`src/rtl/frame_pkg.sv`:
```
// Shared definitions for the 1011-sync serial link (transmitter and receiver).
package frame_pkg;

    // Transmit FSM phases, in line order
    typedef enum logic [2:0] {
        StIdle,
        StSync,
        StData,
        StParity,
        StGap
    } state_e;

    // Default sync pattern, sent MSB-first; the receiver hunts for the same value
    localparam int unsigned SyncWDefault = 4;
    localparam logic [SyncWDefault-1:0] SyncDefault = 4'b1011;

endpackage

```
`src/rtl/frame_tx_piso.sv`:
```
// Parallel-in/serial-out shift register. Holds {sync, payload} for one frame and
// shifts it out MSB-first, filling with zeros.
module frame_tx_piso #(
    parameter int unsigned W = 12
) (
    input  logic         clk,
    input  logic         rst,
    input  logic         load_i,
    input  logic         shift_i,
    input  logic [W-1:0] data_i,
    // MSB as it will be after this edge; lets the owner register it in step
    output logic         msb_o
);

    logic [W-1:0] sh_q, sh_d;

    // Load has priority over shift
    always_comb begin
        sh_d = sh_q;
        if (load_i) begin
            sh_d = data_i;
        end else if (shift_i) begin
            sh_d = {sh_q[W-2:0], 1'b0};
        end
    end

    // Shift register state
    always_ff @(posedge clk) begin
        if (rst) begin
            sh_q <= '0;
        end else begin
            sh_q <= sh_d;
        end
    end

    assign msb_o = sh_d[W-1];

endmodule

```
`src/rtl/frame_tx.sv`:
```
// Serial frame transmitter: sync, payload MSB-first, even parity, one gap bit.
// Accepts one payload word per frame over a valid/ready handshake.
module frame_tx
    import frame_pkg::*;
#(
    parameter int unsigned        DATA_W = 8,
    parameter int unsigned        SYNC_W = SyncWDefault,
    parameter logic [SYNC_W-1:0]  SYNC   = SyncDefault
) (
    input  logic              clk,
    input  logic              rst,
    input  logic [DATA_W-1:0] in_data,
    input  logic              in_valid,
    output logic              in_ready,
    output logic              out,
    output logic              out_valid,
    output logic              frame_done
);

    localparam int unsigned MaxW = (SYNC_W > DATA_W) ? SYNC_W : DATA_W;
    localparam int unsigned CntW = $clog2(MaxW);
    localparam int unsigned ShW  = SYNC_W + DATA_W;
    localparam logic [CntW-1:0] SyncLast = CntW'(SYNC_W - 1);
    localparam logic [CntW-1:0] DataLast = CntW'(DATA_W - 1);

    state_e          state_q, state_d;
    logic [CntW-1:0] cnt_q, cnt_d;
    logic            parity_q, parity_d;
    logic            out_q, out_d;
    logic            out_valid_q, out_valid_d;
    logic            in_ready_q, in_ready_d;
    logic            frame_done_q, frame_done_d;

    logic            xfer;
    logic            sh_load;
    logic            sh_shift;
    logic            sh_msb;

    assign xfer = in_valid && in_ready_q;

    frame_tx_piso #(
        .W (ShW)
    ) u_piso (
        .clk     (clk),
        .rst     (rst),
        .load_i  (sh_load),
        .shift_i (sh_shift),
        .data_i  ({SYNC, in_data}),
        .msb_o   (sh_msb)
    );

    // Next state, counter, and registered-output values derived from the next state
    always_comb begin
        state_d  = state_q;
        cnt_d    = cnt_q;
        parity_d = parity_q;
        sh_load  = 1'b0;
        sh_shift = 1'b0;

        unique case (state_q)
            StIdle: begin
                if (xfer) begin
                    state_d = StSync;
                    cnt_d   = SyncLast;
                end
            end
            StSync: begin
                // Shift on the last sync bit too, bringing the payload MSB up
                sh_shift = 1'b1;
                if (cnt_q == '0) begin
                    state_d = StData;
                    cnt_d   = DataLast;
                end else begin
                    cnt_d = cnt_q - 1'b1;
                end
            end
            StData: begin
                if (cnt_q == '0) begin
                    state_d = StParity;
                    cnt_d   = '0;
                end else begin
                    sh_shift = 1'b1;
                    cnt_d    = cnt_q - 1'b1;
                end
            end
            StParity: begin
                state_d = StGap;
                cnt_d   = '0;
            end
            StGap: begin
                if (xfer) begin
                    state_d = StSync;
                    cnt_d   = SyncLast;
                end else begin
                    state_d = StIdle;
                    cnt_d   = '0;
                end
            end
            default: begin
                state_d = StIdle;
                cnt_d   = '0;
            end
        endcase

        if (xfer) begin
            sh_load  = 1'b1;
            parity_d = ^in_data;
        end

        out_valid_d  = (state_d == StSync) || (state_d == StData) || (state_d == StParity);
        in_ready_d   = (state_d == StIdle) || (state_d == StGap);
        frame_done_d = (state_d == StGap);

        if ((state_d == StSync) || (state_d == StData)) begin
            out_d = sh_msb;
        end else if (state_d == StParity) begin
            out_d = parity_q;
        end else begin
            out_d = 1'b0;
        end
    end

    // State, counter, parity and output registers; reset drops any frame in flight
    always_ff @(posedge clk) begin
        if (rst) begin
            state_q      <= StIdle;
            cnt_q        <= '0;
            parity_q     <= 1'b0;
            out_q        <= 1'b0;
            out_valid_q  <= 1'b0;
            in_ready_q   <= 1'b0;
            frame_done_q <= 1'b0;
        end else begin
            state_q      <= state_d;
            cnt_q        <= cnt_d;
            parity_q     <= parity_d;
            out_q        <= out_d;
            out_valid_q  <= out_valid_d;
            in_ready_q   <= in_ready_d;
            frame_done_q <= frame_done_d;
        end
    end

    assign out        = out_q;
    assign out_valid  = out_valid_q;
    assign in_ready   = in_ready_q;
    assign frame_done = frame_done_q;

endmodule

```
`config.mk`:
```
export PLATFORM = sky130hd
export DESIGN_NAME = frame_tx
export DESIGN_NICKNAME = d
export VERILOG_FILES = /design/src/rtl/frame_pkg.sv /design/src/rtl/frame_tx_piso.sv /design/src/rtl/frame_tx.sv
export SDC_FILE = /design/constraint.sdc
export NUM_CORES = 1
export LEC_CHECK = 0
export BUFFER_PORTS_ARGS = -buffer_cell sky130_fd_sc_hd__buf_2
export CORE_MARGIN = 10
export CORE_UTILIZATION = 40
export DETAILED_ROUTE_END_ITERATION = 16
export PLACE_DENSITY_LB_ADDON = 0.05
export SLEW_MARGIN = 20
export SYNTH_ARGS = -nofsm -noshare
export SYNTH_HDL_FRONTEND = slang
export SYNTH_SLANG_ARGS = --single-unit
```
`constraint.sdc`:
```
create_clock -name clk -period 2.1 [get_ports clk]
set_input_delay 0.21 -clock clk [delete_from_list [all_inputs] [get_ports clk]]
set_output_delay 0.21 -clock clk [all_outputs]
set_load 0.05 [all_outputs]
```
==> After elaboration in Yosys (flattened, before gate mapping) <==
Cells that the tools add are included.
W data, S select, Z words.
{ "word_totals": {"reg_bits": 23} }
{ "classes": {"addsub": 1, "mux": 17, "eq_ne": 9, "reduce_logical": 10} }
{ "ops": {"columns": ["op", "n"], "rows": [
  ["$mux W12", 2],
  ["$mux W3", 6],
  ["$pmux W3 S5", 1],
  ["$eq A3 B2 Y1 const B", 4],
  ["$pmux W3 S4", 1],
  ["$logic_not A3 Y1", 3],
  ["$reduce_xor A8 Y1", 1],
  ["$eq A3 B1 Y1 const B", 2],
  ["$eq A3 B3 Y1 const B", 2],
  ["$mux W1", 5],
  ["$logic_or A1 B1 Y1", 3],
  ["$sub A3 B1 Y3 const B", 1],
  ["$mux W2", 1],
  ["$ne A2 B2 Y1 const B", 1],
  ["$pmux W1 S2", 1],
  ["$reduce_bool A2 Y1", 1],
  ["$reduce_or A2 Y1", 1],
  ["$logic_and A1 B1 Y1", 1]
]} }

==> Depth between registers and ports, before layout <==
{ "depth": {"ltp_word": 6, "ltp_mapped": 6, "ltp_nobuf": 4} }

==> By module <==
From an unflattened synthesis, not the netlist that was laid out.
{ "hier_totals": {"cells_unflattened": 122, "area_unflattened_um2": 1133.6} }
{ "modules_own_cells": {"columns": ["module", "area_per_inst_um2", "cells_per_inst", "n_inst"], "rows": [
  ["frame_tx", 576.8, 68, 1],
  ["frame_tx_piso", 556.8, 54, 1]
]} }

==> Least setup slack after synthesis <==
No wires, ideal clock.
{ "synth_path": {"path_kind": "register to register", "from": "register cnt_q[2]", "to": "register u_piso.sh_q[9]", "arrival_time_ns": 1.358, "path_slack_ns": 0.611, "period_less_slack_ns": 1.489, "path_stages_with_launch": 6, "n_path_buf": 1, "cell_sequence": "dfxtp_1 or3_1 buf_6 and4_4 a221oi_1 a21oi_1"} }
{ "synth_via": {"elab_chain_len": 4} }
{ "synth_rtl": {"columns": ["item", "line", "source"], "rows": [
  ["start, declared", "frame_tx.sv:27", "logic [CntW-1:0] cnt_q, cnt_d;"],
  ["start signal, assigned", "frame_tx.sv:135", "cnt_q <= cnt_d;"],
  ["$logic_not A3 Y1", "frame_tx.sv:78", "if (cnt_q == '0) begin"],
  ["$mux W1", "frame_tx.sv:78", null],
  ["$pmux W1 S2", "frame_tx.sv:60", "unique case (state_q)"],
  ["$reduce_bool A2 Y1 (no line)", null, null],
  ["end signal, assigned", "frame_tx_piso.sv:30", "sh_q <= '0;"],
  ["end signal, assigned", "frame_tx_piso.sv:32", "sh_q <= sh_d;"],
  ["end, declared", "frame_tx_piso.sv:15", "logic [W-1:0] sh_q, sh_d;"]
]} }
Every way passes these cells.
A chain may end at the register's enable or synchronous reset.

==> Worst setup path after layout <==
{ "layout_path": {"from": "register cnt_q[0]", "to": "register u_piso.sh_q[2]"} }
The elaborated chain is that of the path after synthesis.

==> impl_results.md <==
* R2R depth at 4
* Clock sinks at 22
* Hold path start: in_data[0]
* Hold Path Depth at 3
* Clock latency on the worst-skew pair at 0.31 ns
* Slew @ Worst Pin at ~0.7 ns
* Max-slew headroom at 54.2%
* Full die area at approximately 5400 um2
* IO buf count at 14
* Crit. End Element: flip-flop
* Reg power frac at about two fifths
* Critical-path maximum fanout at 10
* Site row count at 19
* Die X-Extent at approximately 74 um
* Cells after Synth at around 140
* Final hold viol count at 0
* Sequential area share after synthesis at around two fifths
* Grt ovf at 0
* Synth top area share at 38.2%
* Post-synth top cells: dfxtp_1 (22), o21ai_0 (14), nor2_1 (13)
* First-pass GRT wire length at approximately 4700 um
* Initial antenna violation count at 0
* Clock Skew at about 0.006 ns
* H-Tree Depth at 1
* Worst EP arrival at roughly 1.9 ns
* Die span in y at about 74 um
* Post-Synthesis Cell Area at approximately 1200 um2
* Synthesis-to-finish area growth at 9.34%
* Most common cell in the netlist: dfxtp_1
* Core area at about 2800 um2
* Seq cells post-synth at 22
* Max Clk Rate at roughly 590 MHz
* Fin crit period at ~1.7 ns
* Dpl hpwl at 1860 um
* Routability cong. at 0.721
* Residual DRC at 0
* Maximum VDD drop at 0.784 mV
* NumNets Final at ~160
* Setup_tns at 0 ns
* Share of layout cells above drive strength 1 at 17.7%
* Final core occ at 45.7%
* Power Dens Cells at approximately 1200 nW/um2
* YS warnings at 0
* Initial Util at a little over two fifths
* Average size of a mapped cell at ~8.4 um2
* Net switching power at about 0.64 mW
* Vias per inst at ~5.7
* IO Pins at 15
* ANT cells at 0
* Cell taking the most area after synthesis: dfxtp_1
* Cell Area, Placed at roughly 1200 um2
* Switching share of power at approximately 42%
* Critical path type: reg2reg
* Worst r2r src: cnt_q[0]$_SDFFE_PP0P_
* Crit share post-route at 80.3%
* Routed len/inst at roughly 16 um
* Final ANT Viol Nets at 0
* Syn Nets at ~150
* Largest net degree at the start of global routing at 23
* Clock Path Buffers at 2
* Gr usage total at a little over a tenth
* Outcome: finished, final reports clean
* CTS buffer count at 3
* Total wire length at ~2800 um
* Cts repair resizes at 0
* Root Buffer: clkbuf_4
* Hold_buf cts at 0
* Initial drt markers at 86
* Number of global-route vias before repair at 996
* Clock network fraction of total power at ~16%
* Worst endpoint required time at roughly 2.3 ns
* Internal power at around 0.87 mW
* Startpoint types: flip-flop
* Synth area leaders: dfxtp_1 (38%), o21ai_0 (6.1%), xnor2_1 (6.1%)
* Pins Over Slew Limit at 0
* MaxCap Viol Count at 0
* WHS Endpoint: u_piso.sh_q[0]$_SDFFE_PP0P_
* Post-CTS Setup Inserts at 0
* Vias at 1021
* Final Cell Area at about 1300 um2
* CTS tree: done
* Internal reg-to-reg setup slack at between 0.4 and 0.5 ns
* # setup viols final at 0
* Post-synth EDFFs at 0
* FF-to-FF End: u_piso.sh_q[2]$_SDFFE_PP0P_
* Ys async rst share at 0%
* Gate power share at between 40% and 50%
* Primary FF master, synth: dfxtp_1
* Yosys cell types at 42
* RSZ-0062 raised after global routing: false
* Drt first pass iters at 4
* P_leak at 0.441 nW
* Worst-path clk slew at 0.14 ns
* Hold/Removal Path Class: in2reg
-- sequential cells by signal, summed over array words and instances (netlist names) --
signal / cells
frame_done: 1
parity_q: 1
in_ready: 1
out_valid: 1
state_q: 3
u_piso.sh_q: 11
cnt_q: 3
out: 1
-- cell type report --
cell class	instances	area [um2]
inverter	2	7.51
multi-input combinational	102	644
tap	31	38.8
sequential	22	440
clock buffer	4	36.3
timing repair buffer	17	92.6
fill	280	1500
-- worst max path at each step --
stage / from / to / slack (ns)
after floorplan: cnt_q[2]$_SDFFE_PP0P_ / u_piso.sh_q[9]$_SDFFE_PP0P_ / 0.61
after global placement: state_q[0]$_SDFF_PP0_ / u_piso.sh_q[2]$_SDFFE_PP0P_ / 0.47
after detailed placement: cnt_q[0]$_SDFFE_PP0P_ / u_piso.sh_q[1]$_SDFFE_PP0P_ / 0.43
after CTS: cnt_q[0]$_SDFFE_PP0P_ / u_piso.sh_q[5]$_SDFFE_PP0P_ / 0.42
after global routing: cnt_q[2]$_SDFFE_PP0P_ / u_piso.sh_q[2]$_SDFFE_PP0P_ / 0.26
final: cnt_q[0]$_SDFFE_PP0P_ / u_piso.sh_q[2]$_SDFFE_PP0P_ / 0.41
-- through the flow --
step / total power, mW / hold WS [ns] / cells / setup WS [ns]
final: 1.51 / 0.142 / 178 / 0.413
after global routing: 1.62 / 0.132 / 178 / 0.260
after CTS: 1.51 / 0.132 / 178 / 0.422
after detailed placement: 1.27 / 0.466 / 174 / 0.434
after global placement: 1.26 / 0.470 / 174 / 0.467
after floorplan: 1.16 / 0.282 / 138 / 0.611
-- layout by cell type (no fill, tap or decap), types with 2 or more instances in the layout --
cell type  instances
o21ai_0           14
a311oi_1           7
nor2_1            13
a21oi_1            7
a22oi_1            2
a31oi_1            2
nor2b_1            2
or3_1              2
inv_1              2
buf_2             14
xnor2_1            8
a211oi_1           2
clkbuf_4           3
dfxtp_1           22
nand2b_1           2
nor3_1             4
nand3_1            9
nand2_1            6
nor4b_1            2
buf_4              3
-- per-layer routing --
| layer | track usage (%) | part of all wire [%] | vias to the layer above |
|---|---|---|---|
| met2 | 15.6 | 46 | 19 |
| met3 | 2.29 | 3.7 | 2 |
| met1 | 14.8 | 50 | 478 |
| met4 | 4.35 | 0.61 | 0 |
| li1 | - | - | 522 |
| met5 | 0 | 0 | - |
-- worst max-delay path, stage by stage (launching register included) --
cell      delay, ns
dfxtp_1        0.38
or3_1          0.50
a21oi_4        0.32
o21ai_0        0.12
a311oi_1       0.29
-- power by group through the flow --
stage	sequential, mW	combinational, mW	clock (mW)
floorplan	0.656	0.502	0
global placement	0.629	0.634	0
detailed placement	0.630	0.637	0
CTS	0.619	0.640	0.255
global route	0.638	0.710	0.272
finish	0.620	0.644	0.245
-- kinds of logic after synthesis --
family,synth area share (%)
multiplexers,0.869
flip-flops,38.2
XOR/XNOR,6.08
AO/OA/AOI/OAI,26.4
buffers and inverters,5.86
AND/OR/NAND/NOR,22.6
(Power assumes the default switching activity.)
